**src/rtl/violation_reset_ctrl.sv**
```systemverilog
// violation_reset_ctrl
// Turns the level reset requests from the boundary monitor (bm_req) and the CFA
// engine (cf_req) into a fixed-width CPU reset pulse (puc_out). After each pulse it
// waits for the CPU to restart at RESET_HANDLER. It records a sticky violation cause
// and a saturating violation count for the TCB. Reaching MAX_VIOL violations holds
// the CPU in reset until power-on reset.
//
// Ports:
//   clk, rst_n    system clock, asynchronous active-low reset
//   bm_req        boundary monitor reset request (level)
//   cf_req        CFA engine reset request (level)
//   pc            current CPU program counter
//   cause_clr     TCB pulse that clears cause; honoured only in IDLE
//   puc_out       CPU reset request (registered)
//   cause         sticky cause, bit0 = boundary, bit1 = CFA
//   viol_cnt      saturating count of accepted violations
//   locked        high while in LOCK
//
// state    | meaning
// ---------+------------------------------------------------------------
// IDLE     | CPU running, waiting for a request
// ASSERT   | puc_out held high while the pulse counter runs down
// WAIT_PC  | pulse done, waiting for pc == RESET_HANDLER (retry on timeout)
// LOCK     | violation limit reached, puc_out stuck high until rst_n
module violation_reset_ctrl #(
  parameter int unsigned PULSE_LEN     = 8,
  parameter logic [15:0] WAIT_MAX      = 16'h0100,
  parameter logic [7:0]  MAX_VIOL      = 8'hFF,
  parameter logic [15:0] RESET_HANDLER = 16'h0000
) (
  input  logic        clk,
  input  logic        rst_n,
  input  logic        bm_req,
  input  logic        cf_req,
  input  logic [15:0] pc,
  input  logic        cause_clr,
  output logic        puc_out,
  output logic [1:0]  cause,
  output logic [7:0]  viol_cnt,
  output logic        locked
);

  typedef enum logic [1:0] {
    S_IDLE    = 2'd0,
    S_ASSERT  = 2'd1,
    S_WAIT_PC = 2'd2,
    S_LOCK    = 2'd3
  } state_t;

  localparam logic [15:0] PULSE_LOAD = 16'(PULSE_LEN - 1);
  localparam logic [15:0] WAIT_LOAD  = WAIT_MAX - 16'd1;

  state_t      state_q, state_d;
  logic [15:0] cnt_q, cnt_d;
  logic [1:0]  cause_q, cause_d;
  logic [7:0]  viol_cnt_q, viol_cnt_d;
  logic        puc_out_q, puc_out_d;
  logic        locked_q, locked_d;

  logic        req;
  logic [1:0]  req_bits;
  logic [7:0]  viol_inc;
  logic        accept;

  assign req      = bm_req | cf_req;
  assign req_bits = {cf_req, bm_req};
  assign viol_inc = (viol_cnt_q == 8'hFF) ? viol_cnt_q : viol_cnt_q + 8'd1;

  always_comb begin
    state_d    = state_q;
    cnt_d      = cnt_q;
    cause_d    = cause_q;
    viol_cnt_d = viol_cnt_q;
    accept     = 1'b0;

    case (state_q)
      S_IDLE: begin
        if (req) begin
          accept = 1'b1;
        end else if (cause_clr) begin
          cause_d = 2'b00;
        end
      end
      S_ASSERT: begin
        // Requests during the pulse are the same incident: record, don't count.
        cause_d = cause_q | req_bits;
        if (cnt_q == 16'd0) begin
          state_d = S_WAIT_PC;
          cnt_d   = WAIT_LOAD;
        end else begin
          cnt_d = cnt_q - 16'd1;
        end
      end
      S_WAIT_PC: begin
        if (req) begin
          accept = 1'b1;
        end else if (pc == RESET_HANDLER) begin
          state_d = S_IDLE;
        end else if (cnt_q == 16'd0) begin
          // CPU did not restart in time: pulse again without counting.
          state_d = S_ASSERT;
          cnt_d   = PULSE_LOAD;
        end else begin
          cnt_d = cnt_q - 16'd1;
        end
      end
      S_LOCK: begin
      end
      default: begin
        state_d = S_IDLE;
      end
    endcase

    if (accept) begin
      viol_cnt_d = viol_inc;
      // A clear arriving with a request in IDLE drops the old cause; the new bits win.
      cause_d    = (((state_q == S_IDLE) && cause_clr) ? 2'b00 : cause_q) | req_bits;
      cnt_d      = PULSE_LOAD;
      state_d    = (viol_inc == MAX_VIOL) ? S_LOCK : S_ASSERT;
    end

    puc_out_d = (state_d == S_ASSERT) || (state_d == S_LOCK);
    locked_d  = (state_d == S_LOCK);
  end

  always_ff @(posedge clk or negedge rst_n) begin
    if (!rst_n) begin
      state_q    <= S_IDLE;
      cnt_q      <= 16'd0;
      cause_q    <= 2'b00;
      viol_cnt_q <= 8'd0;
      puc_out_q  <= 1'b0;
      locked_q   <= 1'b0;
    end else begin
      state_q    <= state_d;
      cnt_q      <= cnt_d;
      cause_q    <= cause_d;
      viol_cnt_q <= viol_cnt_d;
      puc_out_q  <= puc_out_d;
      locked_q   <= locked_d;
    end
  end

  assign puc_out  = puc_out_q;
  assign cause    = cause_q;
  assign viol_cnt = viol_cnt_q;
  assign locked   = locked_q;

endmodule

```
**config.mk**
```make
export PLATFORM = sky130hd
export DESIGN_NAME = violation_reset_ctrl
export DESIGN_NICKNAME = d
export VERILOG_FILES = /design/src/rtl/violation_reset_ctrl.sv
export SDC_FILE = /design/constraint.sdc
export NUM_CORES = 1
export LEC_CHECK = 0
export CORE_ASPECT_RATIO = 0.5
export CORE_UTILIZATION = 40
export DETAILED_ROUTE_END_ITERATION = 16
export PLACE_DENSITY_LB_ADDON = 0.2
export SKIP_LAST_GASP = 1
export SYNTH_ARGS = -nofsm -noshare
export SYNTH_HDL_FRONTEND = slang
export SYNTH_SLANG_ARGS = --single-unit
export TNS_END_PERCENT = 5
```
**constraint.sdc**
```tcl
create_clock -name clk -period 1.76 [get_ports clk]
set_input_delay 0.352 -clock clk [delete_from_list [all_inputs] [get_ports clk]]
set_output_delay 0.352 -clock clk [all_outputs]
set_load 0.02 [all_outputs]
```
==> results.ini, run 1 <==
[run_status]
status=complete, but fails checks
violations=setup timing

[grt]
grt_remaining_overflow=0
grt_pass1_wl_um=9030
track_usage_pct=23.0
grt_max_degree=30
grt_pass1_vias=1950
grt_antenna_before_repair=0

[sta]
setup_ws_ps=-133
worst_pin_slew_ps=614
rsz0062_at_grt=true
whs_ps=466
hold_viol_final=0
relSlewSlack_pct=59.0
max_freq_mhz=528
skew_ps=3.43
finalMaxSlewViolations=0
finalCriticalPeriod_ps=1890
setup_viol_count_final=24
period_share_pct=108

[synthesis]
synth_top_family_by_area=simple AND/OR/NAND/NOR gates
synth-compound-area-share_pct=23.6
yosys-top-cells-area=dfrtp_1 38%, a21oi_1 4.2%, ha_1 3.9%
yosysMostFrequentCell=dfrtp_1
synth_top_area_share_pct=38.1
syn-instance-count=216
synth-edff-count=0
avgSynthCellArea_um2=8.83
synth_common_cells=29 x dfrtp_1, 20 x nor2_1, 18 x nand2_1
synthSimpleGateAreaFrac_pct=26.4
synth_fa_ha_area_share_pct=3.94
yosysWarningCount=0
synth-xor-area-share_pct=2.76
yosysTopAreaCell=dfrtp_1
ys_seq_area_share_pct=38.1
synthMuxAreaShare_pct=2.23
syn_area_um2=1910
synth.distinct_cells=53
ys_async_sr_fraction_pct=100
syn_nets=243
synthFlopType=dfrtp_1
ys_ff_latch=29

[setup_path]
cp.arrival_ps=2110
r2r_end=cnt_q[8]
cp-start-kind=flop
crit_type=flop to flop
worst-endpoint-required_ps=1970
regToRegSetupSlack_ps=-130
r2r_start=cnt_q[1]
ff2ff_path_depth=7
worstPathMaxFanout=5
endpoint_kind=flop

[clock_tree]
clock-sinks=29
clkTransAtPathRegs_ps=60
tritoncts=done
clk_path_buf_depth=2
clkLatencyLatePin_ps=280
hold_buffers=0
root_buffer=clkbuf_8
h-tree-depth=2
cts_made_buffers=5

[placement]
gp_congestion=0.950
post-dp-hpwl_um=3920
place_ws_ps=-532
io_buffers=32

[die]
num_io_pins=33
die_x_um=99.6
start_util_pct=42.5
core_um2=4490
die_h_um=50.8
placementRows=17
dieArea_um2=5060

[cells_and_area]
nets=326
drive_gt1_share_pct=31.7
n_antenna_cell=0
multi_input_area_um2=1250
n_fill_cell=390
seqCellArea_um2=727
areaGrowthSynthToFinish_pct=51.2

[power]
switching_share_pct=41.2
powerDensity_nw_per_um2=1540
p_int_mw=2.61
vdd_drop_max_mv=0.957
p_clk_share_pct=12.6
combPwrFrac_pct=60.0
p_sw_mw=1.83
p_seq_share_pct=27.4
p_leak_nw=1.24

[routing]
ant_nets=0
drt-total-wl_um=5290
via_per_inst=5.46
drtIter0Drc=100
num_vias=2000
route.detailed.drc=0
routedWlPerCell_um=14.5
dr.pass1.iters=4

[min_path]
hp-class=primary input to async pin

[run]
cap_violations=0

-- worst max-delay path, cell delays in order, from the launching register on --
cell	delay, ps
dfrtp_1	400
inv_2	80
ha_2	180
nor3b_4	200
nand2_2	100
a211o_1	300
or4_1	430
a21oi_2	130
-- how the worst max path moves through the flow --
stage | start | end | slack, ps
CTS | cnt_q[1] | cnt_q[8] | -140
global placement | pc[1] | locked | -390
global route | cnt_q[1] | cnt_q[10] | -220
finish | cnt_q[1] | cnt_q[8] | -130
detailed placement | pc[8] | locked | -530
floorplan | cnt_q[0] | cnt_q[14] | -100
-- routing by layer --
| layer | track usage [%] | vias to the layer above | wire length [µm] |
|---|---|---|---|
| met5 | 0 | - | 0 |
| met4 | 8.33 | 0 | 59 |
| met3 | 4.92 | 7 | 281 |
| met2 | 39.7 | 59 | 2490 |
| met1 | 29.1 | 955 | 2460 |
| li1 | - | 979 | - |
-- cell usage in the layout (no fill, tap or decap), drive strengths merged, types with 3 or more instances in the layout --
cell | synthesis | routed
buf | 1 | 52
o21ai | 11 | 11
clkdlybuf4s50 | 0 | 30
a21oi | 17 | 17
nand3 | 9 | 9
dfrtp | 29 | 29
a21o | 4 | 4
xnor2 | 5 | 5
nor2 | 20 | 20
nand2 | 18 | 18
a22o | 3 | 3
or4 | 4 | 4
and3 | 5 | 5
ha | 6 | 6
clkbuf | 7 | 8
o31ai | 5 | 5
inv | 7 | 7
nor2b | 3 | 3
a21boi | 4 | 4
nor4 | 8 | 8
nor3 | 4 | 4
or3 | 9 | 9
-- state kept, by name, indices dropped and copies added, names as in the netlist --
signal and cells:
cnt_q 16, puc_out 1, cause 2, viol_cnt 8
locked 1, state_q 1
-- power groups by stage --
stage	registers, mW	clock network [mW]	logic, mW
2_1_floorplan	1.28	0	1.23
3_3_place_gp	1.19	0	2.47
3_5_place_dp	1.21	0	2.51
5_1_grt	1.26	0.605	2.93
4_1_cts	1.20	0.578	2.59
6_report	1.22	0.560	2.67
-- area by class of cell --
| cell class | instances | area share (%) |
|---|---|---|
| clock buffers | 8 | 3.12 |
| well taps | 66 | 2.86 |
| multi-input cells | 172 | 43.2 |
| repair buffers | 84 | 24.7 |
| flip-flops and latches | 29 | 25.2 |
| inverters | 7 | 0.911 |
-- stage by stage --
stage	total power, mW	std cells	util, %	area, µm²	TNS [ps]
finish	4.45	366	64.3	2880	-1380
global route	4.79	366	64.3	2880	-4050
CTS	4.37	366	63.0	2830	-1630
detailed placement	3.73	357	59.8	2680	-8220
global placement	3.66	357	59.8	2680	-5960
floorplan	2.51	216	-	1930	-590
-- logic make-up after synthesis --
logic type,after synthesis
adder cells (fa/ha/maj),6
flip-flops,29
buffers and inverters,15
XOR/XNOR,6
multiplexers,4
AO/OA/AOI/OAI,65
AND/OR/NAND/NOR,91
-- what timing repair did --
| item | CTS | global route |
|---|---|---|
| buffers inserted | 1 | 0 |
| resized for setup | 16 | 14 |
| pin swaps | 4 | 3 |
| endpoints found under the setup margin | 23 | 34 |
| hold endpoints to repair | 0 | 0 |
| gates cloned | 0 | 0 |
(Power assumes the default switching activity.)
==> inputs of run 2 (changes only) <==
--- a/config.mk
+++ b/config.mk
@@ -9,4 +9,5 @@
 export CORE_UTILIZATION = 40
 export DETAILED_ROUTE_END_ITERATION = 16
+export MAX_ROUTING_LAYER = met4
 export PLACE_DENSITY_LB_ADDON = 0.2
 export SKIP_LAST_GASP = 1
==> constraint.sdc (replaced) <==
create_clock -name clk -period 1.76 [get_ports clk]
set_input_delay 0.352 -clock clk [delete_from_list [all_inputs] [get_ports clk]]
set_output_delay 0.352 -clock clk [all_outputs]
set_load 0.1 [all_outputs]
==> run 2 against run 1 <==
  * The flow still finishes with violations (setup timing)
  * Highest routed layer unchanged
  * Maximum frequency down 5.0%
  * Worst hold slack worse by 3.0 ps
  * Count of clock-buffer cells in the layout unchanged
  * Routed wire length grew 8.1%
  * Via count is 1.8% higher
  * Clock power about the same
  * Register-to-register slack worse by 100 ps
  * Largest cell class unchanged
  * Critical path depth fell by 1
  * Largest power group unchanged
  * Utilization rose by 5.4 points
  * Sequential share of layout area shrank 1.2 points
  * Final area up 8.5%
==> results.ini, run 2 (synthesized netlist as in run 1, its figures left out) <==
[die]
core_um2=4490
num_io_pins=33
die_h_um=50.8
start_util_pct=42.5
dieArea_um2=5060
placementRows=17
die_x_um=99.6

[power]
p_sw_mw=2.53
p_seq_share_pct=23.8
p_leak_nw=1.36
powerDensity_nw_per_um2=1750
vdd_drop_max_mv=1.33
p_total_mw=5.46
p_int_mw=2.93
p_clk_share_pct=10.2
switching_share_pct=46.4
combPwrFrac_pct=66.0

[sta]
rsz0062_at_grt=true
relSlewSlack_pct=54.4
skew_ps=3.73
max_freq_mhz=502
period_share_pct=113
setup_viol_count_final=19
finalMaxSlewViolations=0
setup_ws_ps=-233
worst_pin_slew_ps=684
whs_ps=463
finalSetupTns_ps=-2510
finalCriticalPeriod_ps=1990
hold_viol_final=0

[cells_and_area]
drive_gt1_share_pct=41.2
multi_input_area_um2=1290
seqCellArea_um2=752
postLayoutCellArea_um2=3130
largest_reg_flops=16
final_common_cell=buf_4
final_cell_mix=57 x buf_4, 20 x dfrtp_1, 18 x nor2_1
areaGrowthSynthToFinish_pct=64.0
nets=332
n_antenna_cell=0
largest_register=cnt_q
n_fill_cell=360

[setup_path]
critical_path.max_stage_delay_ps=450
crit_type=flop to flop
cp_cell_sequence=nor3_1 -> and4_4 -> a21oi_1 -> buf_4 -> a21o_1 -> a22o_1
cp.arrival_ps=2150
slowest_stage=nor3_1
worst-endpoint-required_ps=1920
ff2ff_path_depth=6
endpoint_kind=flop
cp-start-kind=flop
worstPathMaxFanout=4

[routing]
routedWlPerCell_um=15.4
wl_met2_um=2870
num_vias=2037
met1_length_um=2490
via_per_inst=5.48
route.detailed.drc=0
ant_nets=0
dr.max_layer_used=met4
dr.pass1.iters=4
wl_met3_um=294
drtIter0Drc=117
drt-total-wl_um=5720

[clock_tree]
root_buffer=clkbuf_8
clkLatencyLatePin_ps=270
clkTransAtPathRegs_ps=60
clk_path_buf_depth=2
tritoncts=done
clock-sinks=29
h-tree-depth=2
cts_made_buffers=5

[grt]
grt_antenna_before_repair=0
grt_pass1_vias=2049
grt_max_degree=30
track_usage_pct=24.7
grt_pass1_wl_um=9380
grt_remaining_overflow=0

[run_status]
violations=setup timing
status=complete, but fails checks

[placement]
place_area_um2=2840
gp_congestion=0.875
post-dp-hpwl_um=4010
io_buffers=32
place_ws_ps=-550

[min_path]
hp-class=primary input to async pin

[run]
cap_violations=0

==> run 2: layer usage <==
layer | GRT usage [%] | vias to the layer above
met5 | - | -
li1 | - | 988
met4 | 6.13 | 0
met3 | 6.02 | 6
met2 | 43.6 | 57
met1 | 29.1 | 986
==> run 2: final cells by class <==
type                       count  area share (%)
clock buffer                   8            2.88
timing repair buffer          90            28.4
sequential                    29            24.0
tap                           66            2.64
multi-input combinational    172            41.2
inverter                       7           0.920
==> run 2: power by group through the flow <==
stage / Combinational (mW) / Sequential [mW] / Clock [mW]
finish: 3.60 / 1.30 / 0.557
global route: 3.85 / 1.34 / 0.604
CTS: 3.46 / 1.29 / 0.578
detailed placement: 3.27 / 1.29 / 0
global placement: 3.20 / 1.27 / 0
floorplan: 1.24 / 1.89 / 0
==> run 2: worst paths after layout <==
path | end | slack [ps] | startpoint
max | cnt_q[13] | -230 | cnt_q[13]
min | cnt_q[10] | 460 | rst_n
max reg2reg | cnt_q[13] | -230 | cnt_q[13]
min reg2reg | cause[0] | 570 | cause[0]
max in group asynchronous | viol_cnt[5] | 980 | rst_n
min in group clk | cause[0] | 570 | cause[0]
==> run 2: what timing repair did <==
item                                    in CTS  in global routing
endpoints found under the hold margin        0                  0
endpoints found under the setup margin      26                 27
hold buffers                                 0                  0
gates resized for setup                     20                 22
buffers inserted                             5                  1
pin swaps                                    8                  6
==> run 2: critical path, delay by kind of cell (launching register included) <==
family,cells,cell delay [ps]
buffers and inverters,1,170
flip-flops,1,390
AND/OR/NAND/NOR,2,810
AO/OA/AOI/OAI,3,520
==> run 2: through the flow <==
step,utilization [%],instances
finish,69.7,372
global route,69.7,372
CTS,67.7,371
detailed placement,63.3,358
global placement,63.3,358
floorplan,-,216
==> inputs of run 3 (changes only) <==
- CORE_ASPECT_RATIO: 0.5 -> 1.5
- GPL_TIMING_DRIVEN: unset -> 1
- clock period: 1.76 -> 2.6 ns (I/O delays scaled with it)
==> run 3 against run 2 <==
  * The flow now finishes without violations
  * Critical path depth is the same
  * Sequential power shrank 32%
  * Worst hold slack better by 42 ps
  * Power shrank 48%
  * First-iteration DRC count fell by 59%
  * Clock skew rose by 6.6 ps
  * Cell count down 15%
  * Register-to-register slack improved by 710 ps
  * Clock power fell by 35%
  * Setup slack improved by 700 ps
  * Utilization is 17 points lower
  * Count of clock-buffer cells in the layout decreased by 2
  * Critical path type is now primary input to flop
  * Largest cell class unchanged
==> results.ini, run 3 (synthesized netlist as in run 1, its figures left out) <==
[cells_and_area]
final_cell_mix=28 x dfrtp_1, 20 x nor2_1, 20 x clkdlybuf4s50_1
areaGrowthSynthToFinish_pct=24.5
nets=280
largest_reg_flops=16
final_common_cell=dfrtp_1
seqCellArea_um2=727
n_antenna_cell=0
multi_input_area_um2=1120
largest_register=cnt_q
n_fill_cell=430
drive_gt1_share_pct=14.2

[clock_tree]
clk_path_buf_depth=2
clkTransAtPathRegs_ps=70
clkLatencyLatePin_ps=290
root_buffer=clkbuf_8
hold_buffers=0
postCtsResizedCells=0
clock-sinks=29
post-cts-setup-buffer-count=0
h-tree-depth=2
cts_made_buffers=5
tritoncts=done

[sta]
finalSetupTns_ps=0
finalMaxSlewViolations=0
finalCriticalPeriod_ps=2130
relSlewSlack_pct=55.5
worst_pin_slew_ps=667
max_freq_mhz=469
hold_viol_final=0
setup_viol_count_final=0
period_share_pct=82.0
rsz0062_at_grt=false
skew_ps=10.3

[routing]
met1_length_um=1940
ant_nets=0
routedWlPerCell_um=14.5
dr.pass1.iters=4
route.detailed.drc=0
dr.max_layer_used=met4
via_per_inst=5.65
wl_met2_um=2420
num_vias=1798
wl_met3_um=155
drtIter0Drc=48
drt-total-wl_um=4620

[setup_path]
regToRegSetupSlack_ps=480
worst-endpoint-required_ps=2770
ff2ff_path_depth=7
cp.arrival_ps=2300
worstPathMaxFanout=7
cp-start-kind=primary input
r2r_start=cnt_q[0]
r2r_end=cnt_q[14]
endpoint_kind=flop
crit_type=primary input to flop

[power]
powerDensity_nw_per_um2=1190
vdd_drop_max_mv=0.823
p_leak_nw=1.02
p_total_mw=2.82

[min_path]
holdPathStages=1
hp-class=flop to flop
min_to=cause[1]
min_from=cause[1]

[run]
cap_violations=0

[grt]
track_usage_pct=20.7
grt_pass1_vias=1714
grt_max_degree=30
grt_antenna_before_repair=0
grt_pass1_wl_um=7870
grt_remaining_overflow=0

[run_status]
status=finished clean

[die]
placementRows=30
core_um2=4540
die_x_um=58.4
start_util_pct=42.0
die_h_um=86.6
num_io_pins=33
dieArea_um2=5050

[placement]
io_buffers=32
gp_congestion=0.852
post-dp-hpwl_um=3430

run 3: cell count changes in the layout (fill, tap and decap cells not counted), moves of 3 or more:
cell             before  now
dfrtp_4               6    0
buf_4                57   18
nor4_1                3    7
inv_1                 4    7
a21oi_1              13   16
dfrtp_1              20   28
dlymetal6s2s_1        4    0
a21oi_2               4    1
clkdlybuf4s50_1      14   20
buf_12               12    0
nor4_2                4    0
run 3: how the worst max path moves through the flow:
stage | cells past startpoint | startpoint | slack, ps | to
finish | 6 | pc[0] | 470 | cnt_q[3]
global route | 7 | cnt_q[0] | 300 | cnt_q[8]
CTS | 6 | pc[0] | 480 | cnt_q[3]
detailed placement | 6 | pc[0] | 180 | cnt_q[3]
global placement | 7 | cf_req | 190 | cnt_q[2]
floorplan | 6 | viol_cnt[0] | 240 | locked
run 3: through the flow:
step / util, % / hold slack, ps / worst slack, ps / cell area (µm²) / instances
floorplan: - / 224 / 236 / 1910 / 216
global placement: 50.5 / 489 / 187 / 2290 / 310
detailed placement: 50.5 / 487 / 178 / 2290 / 310
CTS: 52.3 / 506 / 477 / 2370 / 318
global route: 52.3 / 543 / 301 / 2370 / 318
finish: 52.3 / 504 / 468 / 2370 / 318
run 3: area by class of cell:
class,instances,share of cell area (%)
multi-input combinational,172,47.3
sequential,29,30.6
timing repair buffer,38,14.1
tap,64,3.37
clock buffer,6,3.06
inverter,7,1.11
clock inverter,2,0.421
run 3: power breakdown:
group | switching, mW | internal [mW]
Combinational | 1.05 | 0.537
Sequential | 0.255 | 0.622
Clock | 0.178 | 0.185
run 3: metal layers:
metal  global-route usage (%)  up-vias
met5                        -        -
met4                     8.23        0
li1                         -      883
met1                     22.7      870
met3                     3.88       11
met2                     36.4       34
run 3: worst max-delay path: stages:
cell and delay, ps:
clkdlybuf4s50_1 400, nor4_1 390, and3_1 320, a21o_1 300, a21oi_1 70, o2bb2a_1 300
